File: config.mk
export PLATFORM = sky130hd
export DESIGN_NAME = multi_slave_arbiter
export DESIGN_NICKNAME = d
export VERILOG_FILES = /design/src/rtl/multi_slave_arbiter.sv
export SDC_FILE = /design/constraint.sdc
export NUM_CORES = 1
export LEC_CHECK = 0
export CAP_MARGIN = 20
export CORE_ASPECT_RATIO = 1.5
export CORE_MARGIN = 5
export CORE_UTILIZATION = 31
export CTS_BUF_LIST = sky130_fd_sc_hd__clkbuf_4
export DETAILED_ROUTE_END_ITERATION = 12
export HOLD_SLACK_MARGIN = 0.02
export PLACE_DENSITY = 0.69
export SYNTH_ARGS = -nofsm -noshare
export SYNTH_HDL_FRONTEND = slang
export SYNTH_SLANG_ARGS = --single-unit
File: constraint.sdc
create_clock -name clk -period 2.2 [get_ports clk]
set_input_delay 0.33 -clock clk [delete_from_list [all_inputs] [get_ports clk]]
set_output_delay 0.33 -clock clk [all_outputs]
set_load 0.01 [all_outputs]
File: src/rtl/multi_slave_arbiter.sv
// Arbitrates NUM_SLV pixel sources onto one registered beat bus feeding the shared
// processing FIFO, with burst-limited sharing, FIFO throttling and a completion drain.
module multi_slave_arbiter #(
  parameter int DW        = 32,
  parameter int NUM_SLV   = 4,
  parameter int MODE_W    = 2,
  parameter int ARB_MODE  = 1,
  parameter int MAX_BURST = 16,
  parameter int END_WAIT  = 2,
  localparam int SW       = (NUM_SLV > 2) ? $clog2(NUM_SLV) : 1
) (
  input  logic                      clk,
  input  logic                      rst,
  input  logic [NUM_SLV*MODE_W-1:0] slv_mode,
  input  logic [NUM_SLV-1:0]        slv_data_valid,
  input  logic [NUM_SLV*DW-1:0]     slv_data,
  input  logic [NUM_SLV-1:0]        slv_proc_valid,
  output logic [NUM_SLV-1:0]        slv_ready,
  output logic [MODE_W-1:0]         slvx_mode,
  output logic                      slvx_data_valid,
  output logic [DW-1:0]             slvx_data,
  output logic                      slvx_proc_val,
  output logic [SW-1:0]             data_source,
  input  logic                      fifo_threshold,
  input  logic                      fifo_empty,
  input  logic                      proc_cmplt,
  output logic                      mstr_cmplt
);

  localparam int BW = $clog2(MAX_BURST + 1);
  localparam int EW = (END_WAIT > 0) ? $clog2(END_WAIT + 1) : 1;

  typedef enum logic [1:0] {IDLE, GRANT, DRAIN, DONE} state_t;

  state_t            state, state_nxt;
  logic [SW-1:0]     rr_ptr;
  logic [BW-1:0]     beat_cnt;
  logic [EW-1:0]     end_cnt;
  logic [NUM_SLV-1:0] req;
  logic [MODE_W-1:0] mode_arr [NUM_SLV];
  logic [DW-1:0]     data_arr [NUM_SLV];
  logic [SW-1:0]     sel;
  logic [SW-1:0]     rr_nxt;
  logic              any_req;
  logic              req_g;
  logic              ready_g;
  logic              hs;
  logic              burst_end;

  for (genvar i = 0; i < NUM_SLV; i++) begin : g_unpack
    assign mode_arr[i] = slv_mode[i*MODE_W +: MODE_W];
    assign data_arr[i] = slv_data[i*DW +: DW];
    assign req[i]      = |slv_mode[i*MODE_W +: MODE_W];
  end

  // Scanning from the highest candidate down leaves the first match in priority order.
  always_comb begin
    int idx;
    sel = '0;
    idx = 0;
    if (ARB_MODE == 0) begin
      for (int i = NUM_SLV - 1; i >= 0; i--)
        if (req[SW'(i)]) sel = SW'(i);
    end else begin
      for (int k = NUM_SLV - 1; k >= 0; k--) begin
        idx = int'(rr_ptr) + k;
        if (idx >= NUM_SLV) idx = idx - NUM_SLV;
        if (req[SW'(idx)]) sel = SW'(idx);
      end
    end
  end

  assign any_req   = |req;
  assign rr_nxt    = (sel == SW'(NUM_SLV - 1)) ? '0 : sel + SW'(1);
  assign req_g     = req[data_source];
  assign ready_g   = (state == GRANT) && !fifo_threshold && !proc_cmplt && req_g;
  assign hs        = ready_g && slv_data_valid[data_source];
  assign burst_end = hs && (beat_cnt == BW'(MAX_BURST - 1));
  assign mstr_cmplt = (state == DONE);

  always_comb begin
    state_nxt = state;
    slv_ready = '0;
    case (state)
      IDLE: begin
        if (proc_cmplt)   state_nxt = DRAIN;
        else if (any_req) state_nxt = GRANT;
      end
      GRANT: begin
        if (ready_g) slv_ready[data_source] = 1'b1;
        if (proc_cmplt)                state_nxt = DRAIN;
        else if (burst_end || !req_g)  state_nxt = IDLE;
      end
      DRAIN: begin
        if (end_cnt == '0 && fifo_empty) state_nxt = DONE;
      end
      DONE:    state_nxt = IDLE;
      default: state_nxt = IDLE;
    endcase
  end

  always_ff @(posedge clk) begin
    if (rst) begin
      state           <= IDLE;
      data_source     <= '0;
      rr_ptr          <= '0;
      beat_cnt        <= '0;
      end_cnt         <= '0;
      slvx_data_valid <= 1'b0;
      slvx_data       <= '0;
      slvx_mode       <= '0;
      slvx_proc_val   <= 1'b0;
    end else begin
      state <= state_nxt;
      case (state)
        IDLE: begin
          slvx_data_valid <= 1'b0;
          if (proc_cmplt) begin
            end_cnt       <= EW'(END_WAIT);
            slvx_mode     <= '0;
            slvx_proc_val <= 1'b0;
          end else if (any_req) begin
            data_source <= sel;
            beat_cnt    <= '0;
            rr_ptr      <= rr_nxt;
          end
        end
        GRANT: begin
          if (hs) begin
            slvx_data_valid <= 1'b1;
            slvx_data       <= data_arr[data_source];
            slvx_mode       <= mode_arr[data_source];
            slvx_proc_val   <= slv_proc_valid[data_source];
            beat_cnt        <= beat_cnt + BW'(1);
          end else begin
            slvx_data_valid <= 1'b0;
            if (proc_cmplt) begin
              end_cnt       <= EW'(END_WAIT);
              slvx_mode     <= '0;
              slvx_proc_val <= 1'b0;
            end
          end
        end
        DRAIN: begin
          slvx_data_valid <= 1'b0;
          if (end_cnt != '0) end_cnt <= end_cnt - EW'(1);
        end
        DONE: begin
          slvx_data_valid <= 1'b0;
          data_source     <= '0;
          rr_ptr          <= '0;
        end
        default: slvx_data_valid <= 1'b0;
      endcase
    end
  end

endmodule

# [Yosys cells after proc, flatten, opt, wreduce, memory -nomap -nowiden]
# Index checks and enable logic that the tools add are counted.
[op_classes] eq_ne=13 order_cmp=11 addsub=10 bitwise_logic=1 reduce_logical=28 n_mux=65
[op_table] operator="$bmux W32 S2" n=1
[op_table] operator="$mux W32" n=2
[op_table] operator="$mux W2" n=25
[op_table] operator="$lt A2 B4 Y1 const B" n=4
[op_table] operator="$mux W1" n=15
[op_table] operator="$mux W5" n=3
[op_table] operator="$bmux W1 S2" n=7
[op_table] operator="$ge A3 B3 Y1 const B" n=4
[op_table] operator="$ne A2 B2 Y1 const B" n=6
[op_table] operator="$pmux W2 S2" n=3
[op_table] operator="$pmux W5 S2" n=1
[op_table] operator="$sub A2 B1 Y2 const B" n=5
[op_table] operator="$reduce_and A3 Y1" n=3
[op_table] operator="$mux W4" n=2
[op_table] operator="$pmux W2 S4" n=1
[op_table] operator="$reduce_or A2 Y1" n=4
[op_table] operator="$reduce_or A8 Y1" n=1
[op_table] operator="$logic_and A1 B1 Y1" n=7
[op_table] operator="$add A2 B2 Y3 const B" n=2
[op_table] operator="$eq A2 B2 Y1 const B" n=3
[op_table] operator="$pmux W2 S3" n=1
[op_table] operator="$reduce_bool A2 Y1" n=3
[op_table] operator="$add A5 B1 Y5 const B" n=1
[op_table] operator="$eq A5 B4 Y1 const B" n=1
[op_table] operator="19 further kinds" n=23
[totals] ff_bits=49 output_inout_bits=43 wordCells=137 input_bits=149

# [Logic depth before layout (Yosys ltp)]
[logic_depth] depth_word=15 ltp_mapped=8 mapped_depth_nobuf=6

# [Least setup slack after synthesis]
# Ideal clock, no wire load.
[synth_timing] kind="register to output" startpoint="reg data_source[1]" endpoint="out slv_ready[3]" path_slack_ns=0.233 stages_incl_launch_ff=5 t_arrival_ns=1.637 n_path_buf=3 t_required_ns=1.870 cell_sequence="dfxtp_1 buf_6 clkbuf_1 clkbuf_1 nor4bb_1"
[synth_via] elab_chain_cells=6 elab_cells_between_ends=10 cone_classes="order compare (2); mux (6); reduce/logical (2)"
[synth_lines] element="start: declaration" line="23" text="output logic [SW-1:0] data_source,"
[synth_lines] element="start signal: assignment" line="123" text="data_source <= sel;"
[synth_lines] element="$lt A2 B3 Y1 (not written as such) / $ge A2 B1 Y1 (equally long branches)" line="90" text="if (ready_g) slv_ready[data_source] = 1'b1;"
[synth_lines] element="$logic_and A1 B1 Y1 (not written as such)" line="90"
[synth_lines] element="$mux W1 (not written as such)" line="90"
[synth_lines] element="$demux W1 S2" line="90"
[synth_lines] element="$mux W4 (*)" line="90"
[synth_lines] element="$mux W4 (*)" line="84" text="case (state)"
[synth_lines] element="end: declaration" line="18" text="output logic [NUM_SLV-1:0] slv_ready,"
# Mark *: on every way between the ends. The rest lies on a longest branch, timed or not. The select of a mux whose other input is x is not followed.

# [Worst setup path after layout]
[layout_timing] startpoint="in slv_mode[7]" endpoint="out slv_ready[1]"
[layout_via] elab_chain_cells=6
[layout_lines] element="start: declaration" line="14" text="input logic [NUM_SLV*MODE_W-1:0] slv_mode,"
[layout_lines] element="$reduce_or A2 Y1" line="53" text="assign req[i] = |slv_mode[i*MODE_W +: MODE_W];"
[layout_lines] element="$bmux W1 S2" line="75" text="assign req_g = req[data_source];"
[layout_lines] element="$mux W1 (not written as such)" line="75"
[layout_lines] element="$logic_and A1 B1 Y1" line="76" text="assign ready_g = (state == GRANT) && !fifo_threshold && !proc_cmplt && req_g;"
[layout_lines] element="$mux W4" line="90"
[layout_lines] element="$mux W4" line="84"
# Every way passes these cells. The select of a mux whose other input is x is not followed.

==> results by group <==
Status
  • Outcome: completed

Power and ir drop
  • Psw: 0.470 mW
  • Flop pwr share: 0.468
  • Power, Total: 1.97 mW
  • Sw Share: 0.239
  • Logic pwr share: 0.311
  • Worst IR Drop VDD: 0.242 mV
  • P_leak: 2.09 nW
  • Clock power share: 0.221
  • Int Pwr: 1.50 mW
  • PwrDens: 375 nW/um2

Worst setup path
  • Critical Path Fanout Max: 3
  • Critical path type: primary input to output port
  • CP Cell Sequence: clkdlybuf4s50_1 -> or2_2 -> o2111a_2 -> nand2_2 -> or2_4 -> nor3b_1 -> buf_2
  • WP buf/inv: 2
  • Arrival time at the worst endpoint: 1.84 ns
  • Worst path required time: 1.87 ns
  • Highest cell delay on the worst timing path: 0.48 ns
  • Critical path's slowest cell: clkdlybuf4s50_1
  • Crit end category: output port
  • CP delay by family, top: simple AND/OR/NAND/NOR gates
  • Worst setup SP type: primary input

Timing
  • Slew Limit Fails: 0
  • Max Freq: 0.460 GHz
  • Clock Skew: 0.0103 ns
  • Hold Vio Cnt, Final: 0
  • Final period util: 0.987
  • Hold WS: 0.316 ns
  • RSZ-0062 raised after global routing: true
  • Worst-Margin Slew: 0.346 ns
  • Setup TNS Final: 0 ns
  • Min cycle time layout: 2.17 ns
  • Slew headroom: 0.769
  • Count of final setup violators: 0

Detailed routing
  • DRC: 0
  • DR vias: 2992
  • Final ANT Viol Nets: 0
  • Iter 0 DRT Violations: 99
  • Vias per cell: 5.00
  • Final wirelength: 9.59 mm
  • WL/cell: 16.0 um
  • Drt first pass iters: 4

Place
  • IO Port Bufs: 191
  • Placed instance area: 5140 um2
  • Gpl congestion: 0.864
  • Inst Count DP: 585
  • DP HPWL: 7.87 mm

Floorplan
  • Core Footprint: 9630 um2
  • DIE HEIGHT: 131 um
  • Initial Util: 0.314
  • Row count: 44
  • Die width: 90.6 um
  • # IOs: 192
  • Die area: 11900 um2

Cells and area
  • Most frequent cells in the layout: clkdlybuf4s50_1, dfxtp_1, nor2_1, mux4_2, mux2i_1
  • Share of layout cells above drive strength 1: 0.193
  • # fillers: 883
  • Final #Nets: 634
  • Finished Layout Cells: 598
  • Final Cell Area: 5250 um2
  • Leading cell type in the layout, fill and taps excluded: clkdlybuf4s50_1
  • Ant. Diodes: 0
  • Storage cell area: 988 um2
  • Footprint of the multi-input gates: 1860 um2
  • Area Overhead vs Synth: 73.6%

Yosys
  • Post-synth EDFFs: 0
  • Synth Warn #: 0
  • Synth top area share: 0.325
  • Syn Std Cell Area: 3020 um2
  • Synth Instances: 273
  • Post-Syn Nets: 425
  • Synth cell types: 42
  • Top cells by area, synth: dfxtp_1, mux4_2, mux2i_1
  • Register area share after synthesis: 0.325
  • Synth Flop Type: dfxtp_1
  • Async SR Flop Fraction: 0
  • Number of synthesized register bits: 49
  • Avg Cell Area, Syn: 11.1 um2
  • Cell taking the most area after synthesis: dfxtp_1

Clock network
  • Clk_lat worst skew: 0.35 ns
  • H-tree depth: 2
  • CTS clock-pin slew for the worst setup and hold paths: 0.14 ns
  • Num CTS Buffers: 5
  • CTS tree: built
  • CTS Buffer Depth: 2
  • Clk sinks: 49
  • CTS root buffer: clkbuf_4
  • Hold Buf Count CTS: 0

Global routing
  • GR Overflow Total: 0
  • First-pass GRT wire length: 15.1 mm
  • Total track usage: 0.155
  • Vias in the first global route: 3245
  • Largest net degree at the start of global routing: 38
  • Antenna violations before repair: 0

Min path
  • Class of the worst hold path: primary input to flip-flop

Job
  • Max-cap violation count: 0
[layer usage]
layer | vias up | global-route usage | wire, um
li1 | 1435 | - | -
met1 | 1431 | 0.144 | 3110
met2 | 110 | 0.316 | 5610
met3 | 16 | 0.0447 | 653
met4 | 0 | 0.0543 | 214
met5 | - | 0 | 0
[path summary, 6_finish.rpt]
kind	startpoint	slack [ns]	cells past startpoint	to
worst min register to register	slvx_mode[0]$_SDFFE_PP0P_	0.47	2	slvx_mode[0]$_SDFFE_PP0P_
worst max register to register	data_source[1]$_SDFFE_PP0P_	0.14	8	slvx_data[18]$_SDFFE_PP0P_
worst max-delay path	slv_mode[7]	0.03	7	slv_ready[1]
worst min-delay path	rst	0.32	2	beat_cnt[0]$_SDFFE_PP0P_
[power groups by stage]
stage | clock [mW] | combinational [mW] | sequential, mW
detailed placement | 0 | 0.605 | 0.941
CTS | 0.465 | 0.617 | 0.920
floorplan | 0 | 0.248 | 0.941
finish | 0.434 | 0.612 | 0.920
global placement | 0 | 0.596 | 0.940
global route | 0.495 | 0.659 | 0.923
[registers in the layout, indices dropped and copies added, names as in the netlist]
register	flops
slvx_data	32
beat_cnt	5
data_source	2
end_cnt	2
rr_ptr	2
slvx_mode	2
state	2
slvx_data_valid	1
slvx_proc_val	1
[timing repair]
action	4_1_cts	5_1_grt
setup endpoints to repair	4	4
buffers inserted	4	1
pin swaps	1	0
hold endpoints to repair	0	0
cloned	0	0
gates resized for setup	21	5
[synthesized netlist by cell type (all sizes together) (2+ instances only)]
cell type  instances
dfxtp             49
nor2              46
mux4              36
mux2i             33
a21oi             13
buf               13
clkbuf             9
o21ai              8
inv                7
nor3               7
nand2              6
nand3              6
nand2b             5
or2                4
ha                 3
or4                3
a311oi             2
nand3b             2
nor3b              2
or3                2
[kinds of logic after synthesis]
family / Yosys count / synth area share
xor+xnor: 1 / 0.00290
mux: 70 / 0.381
simple gates: 89 / 0.147
fa+ha+maj: 3 / 0.0124
flops: 49 / 0.325
compound gates: 32 / 0.0663
buf+inv: 29 / 0.0658
[area by class of cell]
cell class / instances / share of cell area
repair buffers: 224 / 0.414
flip-flops and latches: 49 / 0.188
well taps: 115 / 0.0274
multi-input cells: 195 / 0.354
clock buffers: 8 / 0.0114
inverters: 7 / 0.00501
[per-stage QoR]
step	worst slack [ns]	util
2_1_floorplan	0.233	-
3_3_place_gp	-0.455	0.533
3_5_place_dp	-0.455	0.533
4_1_cts	0.00767	0.543
5_1_grt	-0.0329	0.545
6_report	0.0284	0.545
No activity file was read; power rests on OpenSTA's default activity.
